**config.mk**
```make
export PLATFORM = sky130hd
export DESIGN_NAME = mem_stage
export DESIGN_NICKNAME = d
export VERILOG_FILES = /design/src/rtl/mem_stage.sv
export SDC_FILE = /design/constraint.sdc
export NUM_CORES = 1
export LEC_CHECK = 0
export ABC_CLOCK_PERIOD_IN_PS = 2700
export CORE_UTILIZATION = 40
export CTS_BUF_LIST = sky130_fd_sc_hd__clkbuf_2
export DETAILED_ROUTE_END_ITERATION = 6
export GPL_ROUTABILITY_DRIVEN = 0
export PLACE_DENSITY = 0.73
export SYNTH_ARGS = -nofsm -noshare
export SYNTH_HDL_FRONTEND = slang
export SYNTH_SLANG_ARGS = --single-unit
```
**constraint.sdc**
```tcl
create_clock -name clk -period 2.7 [get_ports clk]
set_input_delay 0.54 -clock clk [delete_from_list [all_inputs] [get_ports clk]]
set_output_delay 0.54 -clock clk [all_outputs]
set_load 0.05 [all_outputs]
```
**src/rtl/mem_stage.sv**
```systemverilog
`default_nettype none
// ============================================================================
// Module      : mem_stage
// Description : RV32I memory-access stage. Issues aligned data-memory
//               requests with byte lanes, extracts and extends load data,
//               flags misaligned/illegal accesses, and hands one registered
//               result per instruction to writeback over valid/ready.
// Revision    : 1.0 - initial release
// ============================================================================
module mem_stage #(
  parameter int XLEN           = 32,
  parameter int REG_ADDR_WIDTH = 5
) (
  input  logic                      clk,
  input  logic                      rst_n,
  // execute-stage side
  input  logic                      in_valid,
  output logic                      in_ready,
  input  logic [XLEN-1:0]           in_alu_result,
  input  logic [XLEN-1:0]           in_store_data,
  input  logic                      in_mem_read,
  input  logic                      in_mem_write,
  input  logic [2:0]                in_funct3,
  input  logic [REG_ADDR_WIDTH-1:0] in_rd,
  input  logic                      in_reg_write,
  // data-memory side
  output logic                      dmem_req,
  output logic                      dmem_we,
  output logic [XLEN-1:0]           dmem_addr,
  output logic [XLEN-1:0]           dmem_wdata,
  output logic [XLEN/8-1:0]         dmem_be,
  input  logic                      dmem_ack,
  input  logic [XLEN-1:0]           dmem_rdata,
  // writeback side
  output logic                      out_valid,
  input  logic                      out_ready,
  output logic [XLEN-1:0]           out_data,
  output logic [REG_ADDR_WIDTH-1:0] out_rd,
  output logic                      out_reg_write,
  output logic                      out_exc
);

  typedef enum logic [0:0] {
    IDLE     = 1'b0,
    MEM_WAIT = 1'b1
  } state_t;

  state_t                    state;

  // Per-access context kept while the memory request is outstanding
  logic [1:0]                lat_off;
  logic [2:0]                lat_funct3;
  logic [REG_ADDR_WIDTH-1:0] lat_rd;
  logic                      lat_reg_write;

  logic                      accept;
  logic                      is_mem;
  logic                      legal;
  logic [1:0]                byte_off;
  logic [XLEN/8-1:0]         be_next;
  logic [XLEN-1:0]           wdata_next;
  logic [XLEN-1:0]           load_word;
  logic [XLEN-1:0]           load_value;

  // New work only enters when idle and the result slot is free or draining
  assign in_ready = (state == IDLE) && (!out_valid || out_ready);
  assign accept   = in_valid && in_ready;
  assign is_mem   = in_mem_read || in_mem_write;
  assign byte_off = in_alu_result[1:0];

  // Access legality: size must be natural-aligned; unsigned forms are load-only
  always_comb begin
    legal = 1'b0;
    case (in_funct3)
      3'b000:  legal = 1'b1;
      3'b100:  legal = !in_mem_write;
      3'b001:  legal = !byte_off[0];
      3'b101:  legal = !in_mem_write && !byte_off[0];
      3'b010:  legal = (byte_off == 2'b00);
      default: legal = 1'b0;
    endcase
  end

  // Byte enables and lane-replicated store data by access size
  always_comb begin
    be_next    = {(XLEN/8){1'b1}};
    wdata_next = in_store_data;
    case (in_funct3[1:0])
      2'b00: begin
        be_next    = 4'b0001 << byte_off;
        wdata_next = {4{in_store_data[7:0]}};
      end
      2'b01: begin
        be_next    = 4'b0011 << byte_off;
        wdata_next = {2{in_store_data[15:0]}};
      end
      default: begin
        be_next    = {(XLEN/8){1'b1}};
        wdata_next = in_store_data;
      end
    endcase
  end

  // Shift the addressed lane down to bit 0, then extend per load kind
  assign load_word = dmem_rdata >> {lat_off, 3'b000};

  // Load result formatting (sign/zero extension)
  always_comb begin
    load_value = load_word;
    case (lat_funct3)
      3'b000:  load_value = {{(XLEN-8){load_word[7]}}, load_word[7:0]};
      3'b001:  load_value = {{(XLEN-16){load_word[15]}}, load_word[15:0]};
      3'b100:  load_value = {{(XLEN-8){1'b0}}, load_word[7:0]};
      3'b101:  load_value = {{(XLEN-16){1'b0}}, load_word[15:0]};
      default: load_value = load_word;
    endcase
  end

  // Stage control FSM with registered memory-request and result outputs
  always_ff @(posedge clk) begin
    if (!rst_n) begin
      state         <= IDLE;
      dmem_req      <= 1'b0;
      dmem_we       <= 1'b0;
      dmem_addr     <= '0;
      dmem_wdata    <= '0;
      dmem_be       <= '0;
      out_valid     <= 1'b0;
      out_data      <= '0;
      out_rd        <= '0;
      out_reg_write <= 1'b0;
      out_exc       <= 1'b0;
      lat_off       <= '0;
      lat_funct3    <= '0;
      lat_rd        <= '0;
      lat_reg_write <= 1'b0;
    end else begin
      // Consumed result drops; any reload below takes priority
      if (out_valid && out_ready) begin
        out_valid <= 1'b0;
      end

      case (state)
        IDLE: begin
          if (accept) begin
            if (!is_mem) begin
              out_valid     <= 1'b1;
              out_data      <= in_alu_result;
              out_rd        <= in_rd;
              out_reg_write <= in_reg_write;
              out_exc       <= 1'b0;
            end else if (!legal) begin
              // Faulting address is reported in place of a result
              out_valid     <= 1'b1;
              out_data      <= in_alu_result;
              out_rd        <= in_rd;
              out_reg_write <= 1'b0;
              out_exc       <= 1'b1;
            end else begin
              dmem_req      <= 1'b1;
              dmem_we       <= in_mem_write;
              dmem_addr     <= {in_alu_result[XLEN-1:2], 2'b00};
              dmem_be       <= be_next;
              dmem_wdata    <= wdata_next;
              lat_off       <= byte_off;
              lat_funct3    <= in_funct3;
              lat_rd        <= in_rd;
              lat_reg_write <= in_reg_write;
              state         <= MEM_WAIT;
            end
          end
        end

        MEM_WAIT: begin
          // Request outputs stay frozen until the memory acknowledges
          if (dmem_ack) begin
            dmem_req  <= 1'b0;
            state     <= IDLE;
            out_valid <= 1'b1;
            out_exc   <= 1'b0;
            out_rd    <= lat_rd;
            if (dmem_we) begin
              out_data      <= '0;
              out_reg_write <= 1'b0;
            end else begin
              out_data      <= load_value;
              out_reg_write <= lat_reg_write;
            end
          end
        end

        default: state <= IDLE;
      endcase
    end
  end

endmodule
`default_nettype wire
```
# Word level (Yosys, flattened, before mapping)
# Index checks and enable logic that the tools add are counted.
# Widths: inputs -> output; s select.
[word_totals]
register_bits = 120
inputBits = 112
out_inout_bits = 111
elab_cells = 89
[classes]
n_eq_ne = 13
shift = 3
muxes = 41
bitwise_logic = 1
n_reduce_logical = 16
[op_table]
columns = ["operator", "count"]
rows = [
  ["$mux 32", 5],
  ["$pmux 32 s2", 2],
  ["$pmux 32 s4", 1],
  ["$shr 32x5->32", 1],
  ["$mux 1", 21],
  ["$mux 5", 4],
  ["$eq 3x3->1 const B", 4],
  ["$pmux 1 s2", 5],
  ["$pmux 5 s2", 1],
  ["$ne 2x2->1 const B", 4],
  ["$pmux 4 s2", 1],
  ["$reduce_and 4->1", 2],
  ["$eq 3x1->1 const B", 2],
  ["$logic_not 3->1", 2],
  ["$pmux 1 s5", 1],
  ["$logic_and 1x1->1", 4],
  ["$logic_not 2->1", 2],
  ["$shl 1x2->4 const A", 1],
  ["$shl 2x2->4 const A", 1],
  ["$eq 3x2->1 const B", 1],
  ["$logic_not 1->1", 3],
  ["$ne 3x3->1 const B", 1],
  ["$reduce_and 3->1", 1],
  ["$eq 2x1->1 const B", 1],
  ["other kinds (2)", 3],
]

# Logic depth before layout (Yosys ltp)
# Gate-level depths: netlist (run 1).
[logic_depth]
ltp_word = 7
depth_mapped = 8
ltp_nobuf = 4

# Worst setup path after synthesis (run 1)
# OpenSTA, ideal clock, no wires.
[synth_timing]
kind = "input-to-reg"
startpoint = "in in_alu_result[1]"
endpoint = "reg dmem_addr[28]"
setup_time_ps = 132
arrival_ps = 2006
required_ps = 2568
setup_slack_ps = 561
cell_stages = 8
n_path_buf = 4
path_cell_list = "buf_6 -> o41a_1 -> a211o_1 -> buf_6 -> buf_6 -> clkbuf_2 -> o21ai_0 -> a21oi_1"
[synth_between]
elab_chain_cells = 3
[synth_lines]
columns = ["item", "line_no", "rtl"]
rows = [
  ["from (decl)", "19", "input logic [XLEN-1:0] in_alu_result,"],
  ["$logic_not 2->1", "79", "3'b010: legal = (byte_off == 2'b00);"],
  ["$pmux 1 s5", "74", "case (in_funct3)"],
  ["$reduce_and 4->1 (no source line)", "--", ""],
  ["to (signal assigned)", "162", "dmem_addr <= {in_alu_result[XLEN-1:2], 2'b00};"],
  ["to (decl)", "29", "output logic [XLEN-1:0] dmem_addr,"],
]
# Every way passes these cells.
# A chain may end at the register's enable or synchronous reset.

# Worst setup path in the final report (run 1)
[layout_timing]
startpoint = "reg out_rd[3]"
endpoint = "out out_rd[3]"
[layout_lines]
columns = ["item", "line_no", "rtl"]
rows = [
  ["from (decl)", "38", "output logic [REG_ADDR_WIDTH-1:0] out_rd,"],
  ["from (signal assigned)", "149", "out_rd <= in_rd;"],
  ["from (signal assigned)", "156", "out_rd <= in_rd;"],
  ["from (signal assigned)", "181", "out_rd <= lat_rd;"],
]
# No word-level cell between the ends.

==> results.py, run 1 <==
metrics = {
    "floorplan": {
        "die_area_um2": 15410,
        "die_w_um": 124.2,
        "start_util_pct": 41.06,
        "core_um2": 14530,
        "fp.dieH_um": 124.2,
        "num_io_pins": 223,
        "std_cell_rows": 44,
    },
    "timing": {
        "period_share_pct": 94.12,
        "grt_setup_unrepaired": "no",
        "finalHoldViolCount": 0,
        "clock-skew-final_ns": 0.02022,
        "min_period_ns": 2.541,
        "setup_tns_ns": 0,
        "slew-limit-headroom_pct": 59.92,
        "slew_violations": 0,
        "max_freq_mhz": 393.5,
        "hold_slack_ns": 0.4097,
        "setup_violations": 0,
        "worstMarginPinSlew_ns": 0.6000,
    },
    "layout": {
        "area_growth_pct": 43.44,
        "fin_nets": 978,
        "final_layout_size_suffix_gt1_share_pct": 10.16,
        "final_area_um2": 8561,
        "stdcell_count": 1060,
        "antenna_cells": 0,
    },
    "place": {
        "dp_hpwl_um": 15690,
        "dpl_cell_area_um2": 8418,
        "portBuffers": 220,
        "placed_cells": 1031,
    },
    "clock_tree": {
        "clk_latency_ns": 0.72,
        "htreeDepth": 4,
        "cts_root_buf": "clkbuf_2",
        "clk_pin_slew_ns": 0.17,
        "cts_made_buffers": 17,
        "postCtsHoldBufs": 0,
        "cts_num_sinks": 120,
        "cts_max_path_buffers": 2,
        "cts_tree": "yes",
    },
    "setup_path": {
        "start_kind": "flop",
        "startpoint": "out_rd[3]",
        "max_stage_delay_ns": 0.83,
        "worstPathArrival_ns": 2.00,
        "crit_buf_inv": 1,
        "cp-end-kind": "output port",
        "crit_chain": "clkdlybuf4s50_1",
        "rr_startpoint": "lat_funct3[1]",
        "r2r.worst_path.cells": 5,
        "slowest_stage": "clkdlybuf4s50_1",
        "worstPathRequired_ns": 2.16,
        "critical_path_class": "reg -> out",
        "path_max_fanout": 2,
        "cpLargestDelayFamily": "buffers and inverters",
        "crit_cells": 1,
    },
    "routing": {
        "wl_met1_um": 8853,
        "vias_per_cell": 6.174,
        "routed_wl_um": 21780,
        "drt_iter0_drc": 778,
        "highest_layer": "met4",
        "wl_met2_um": 10070,
        "drc_errors": 0,
        "wl_per_cell_um": 20.55,
        "wl_met3_um": 1853,
        "ant_nets": 0,
        "first_pass_iters": 5,
        "vias": 6544,
    },
    "yosys": {
        "synth_warnings": 0,
        "yosys.cell_types.count": 48,
        "synth.area.top_cells": "dfxtp_1 40%, a211oi_1 7.5%, a21oi_1 6.9%",
        "ys_ff_latch": 120,
        "synth_ff_type": "dfxtp_1",
        "synth_commonest_cells": "120 x dfxtp_1, 82 x a21oi_1, 60 x a211oi_1, 60 x nand3_1, 53 x o21ai_0",
        "synth_seq_area_share_pct": 40.25,
        "syn_area_um2": 5968,
        "synth_most_common_cell": "dfxtp_1",
        "async_flop_share_pct": 0,
        "syn_inst": 676,
        "yosysTopAreaCell": "dfxtp_1",
        "synth.avg_cell_area_um2": 8.829,
        "synth_top_area_share_pct": 40.25,
        "synth_edf_count": 0,
    },
    "min_path": {
        "min-delay-start": "in_alu_result[21]",
        "min_path_cells": 3,
        "hold_path_class": "in -> reg",
    },
    "global_route": {
        "grt_overflow": 0,
        "grt_max_degree": 56,
        "antenna_found_initial": 0,
        "grt_pass1_vias": 6267,
        "grt_pass1_wl_um": 33750,
        "grt_use_total_pct": 28.60,
    },
    "run_status": {
        "status": "finished, final reports clean",
    },
    "flow_run": {
        "drv_cap": 0,
    },
    "power_and_ir_drop": {
        "p_per_area_nw_per_um2": 488.1,
        "vdd.ir_drop.worst_v": 0.0002109,
        "p_leak_nw": 2.847,
    },
}
[power breakdown]
group	internal (W)	switching, W
clock	0.000221	0.000644
sequential	0.00188	0.0000683
combinational	0.000542	0.000826
[state kept, by name, indices dropped and copies added (netlist names)]
name and cells:
dmem_wdata 32, out_data 32, dmem_addr 30, lat_rd 5
out_rd 5, dmem_be 4, lat_funct3 3, lat_off 2
dmem_req 1, dmem_we 1, lat_reg_write 1, out_exc 1
out_reg_write 1, out_valid 1, state 1
[metrics by stage]
stage                     utilization, %  worst slack, ns  power, W
after floorplan                        -           0.5613  0.002765
after global placement             57.92           0.1515  0.003311
after detailed placement           57.92          0.08508  0.003335
after CTS                          58.88          0.05464  0.004183
after global routing               58.90          0.06767  0.004350
final                              58.90           0.1588  0.004178
[final timing paths]
kind / endpoint / slack [ns]
hold reg to reg: dmem_be[2] / 0.49
setup / recovery: out_rd[3] / 0.16
setup reg to reg: out_data[28] / 0.71
hold / removal: dmem_addr[21] / 0.41
[logic make-up after synthesis]
family,count (synthesis),share of synthesized area [%]
simple gates,125,10.80
compound gates,294,32.35
mux,46,9.560
other cells,1,0.06283
buf+inv,90,6.981
flops,120,40.25
[per-layer routing]
metal,vias up,track usage [%]
li1,2971,-
met2,355,43.51
met5,-,0
met1,3141,37.20
met4,0,15.85
met3,77,6.593
[repair_timing]
action,CTS,global route
setup endpoints to repair,0,1
buffers inserted,0,0
gates resized for setup,0,1
[layout make-up]
cell class / instances / area, µm²
fill: 1269 / 5973
multi-input combinational: 467 / 3166
timing repair buffer: 255 / 2603
sequential: 120 / 2402
tap: 184 / 230.2
clock buffer: 21 / 105.1
clock inverter: 8 / 35.03
inverter: 5 / 20.02
[placed cells by master, fill, tap and decap left out, types with 2 or more instances in the layout]
| master | n |
|---|---|
| clkdlybuf4s50_1 | 218 |
| dfxtp_1 | 120 |
| a21oi_1 | 82 |
| a211oi_1 | 60 |
| nand3_1 | 59 |
| o21ai_0 | 53 |
| a311oi_1 | 34 |
| mux2i_1 | 30 |
| nand2_1 | 26 |
| buf_4 | 25 |
| a22oi_1 | 24 |
| clkbuf_2 | 21 |
| o21ai_1 | 14 |
| buf_12 | 11 |
| o2111ai_1 | 9 |
| nand3b_1 | 9 |
| mux4_2 | 8 |
| mux2_2 | 8 |
| o211ai_1 | 8 |
| nor2_1 | 6 |
| nand2b_1 | 6 |
| clkinv_2 | 5 |
| clkinv_1 | 5 |
| nor2b_1 | 4 |
| nor2_2 | 2 |
| inv_1 | 2 |
| nor4_1 | 2 |
| nor3_1 | 2 |
| conb_1 | 2 |
(Power assumes the default switching activity.)
==> inputs of run 2 (changes only) <==
SLEW_MARGIN = 10   (was unset)
==> results of run 2 <==
No change in the layout: final DEF, timing and power equal those of run 1.
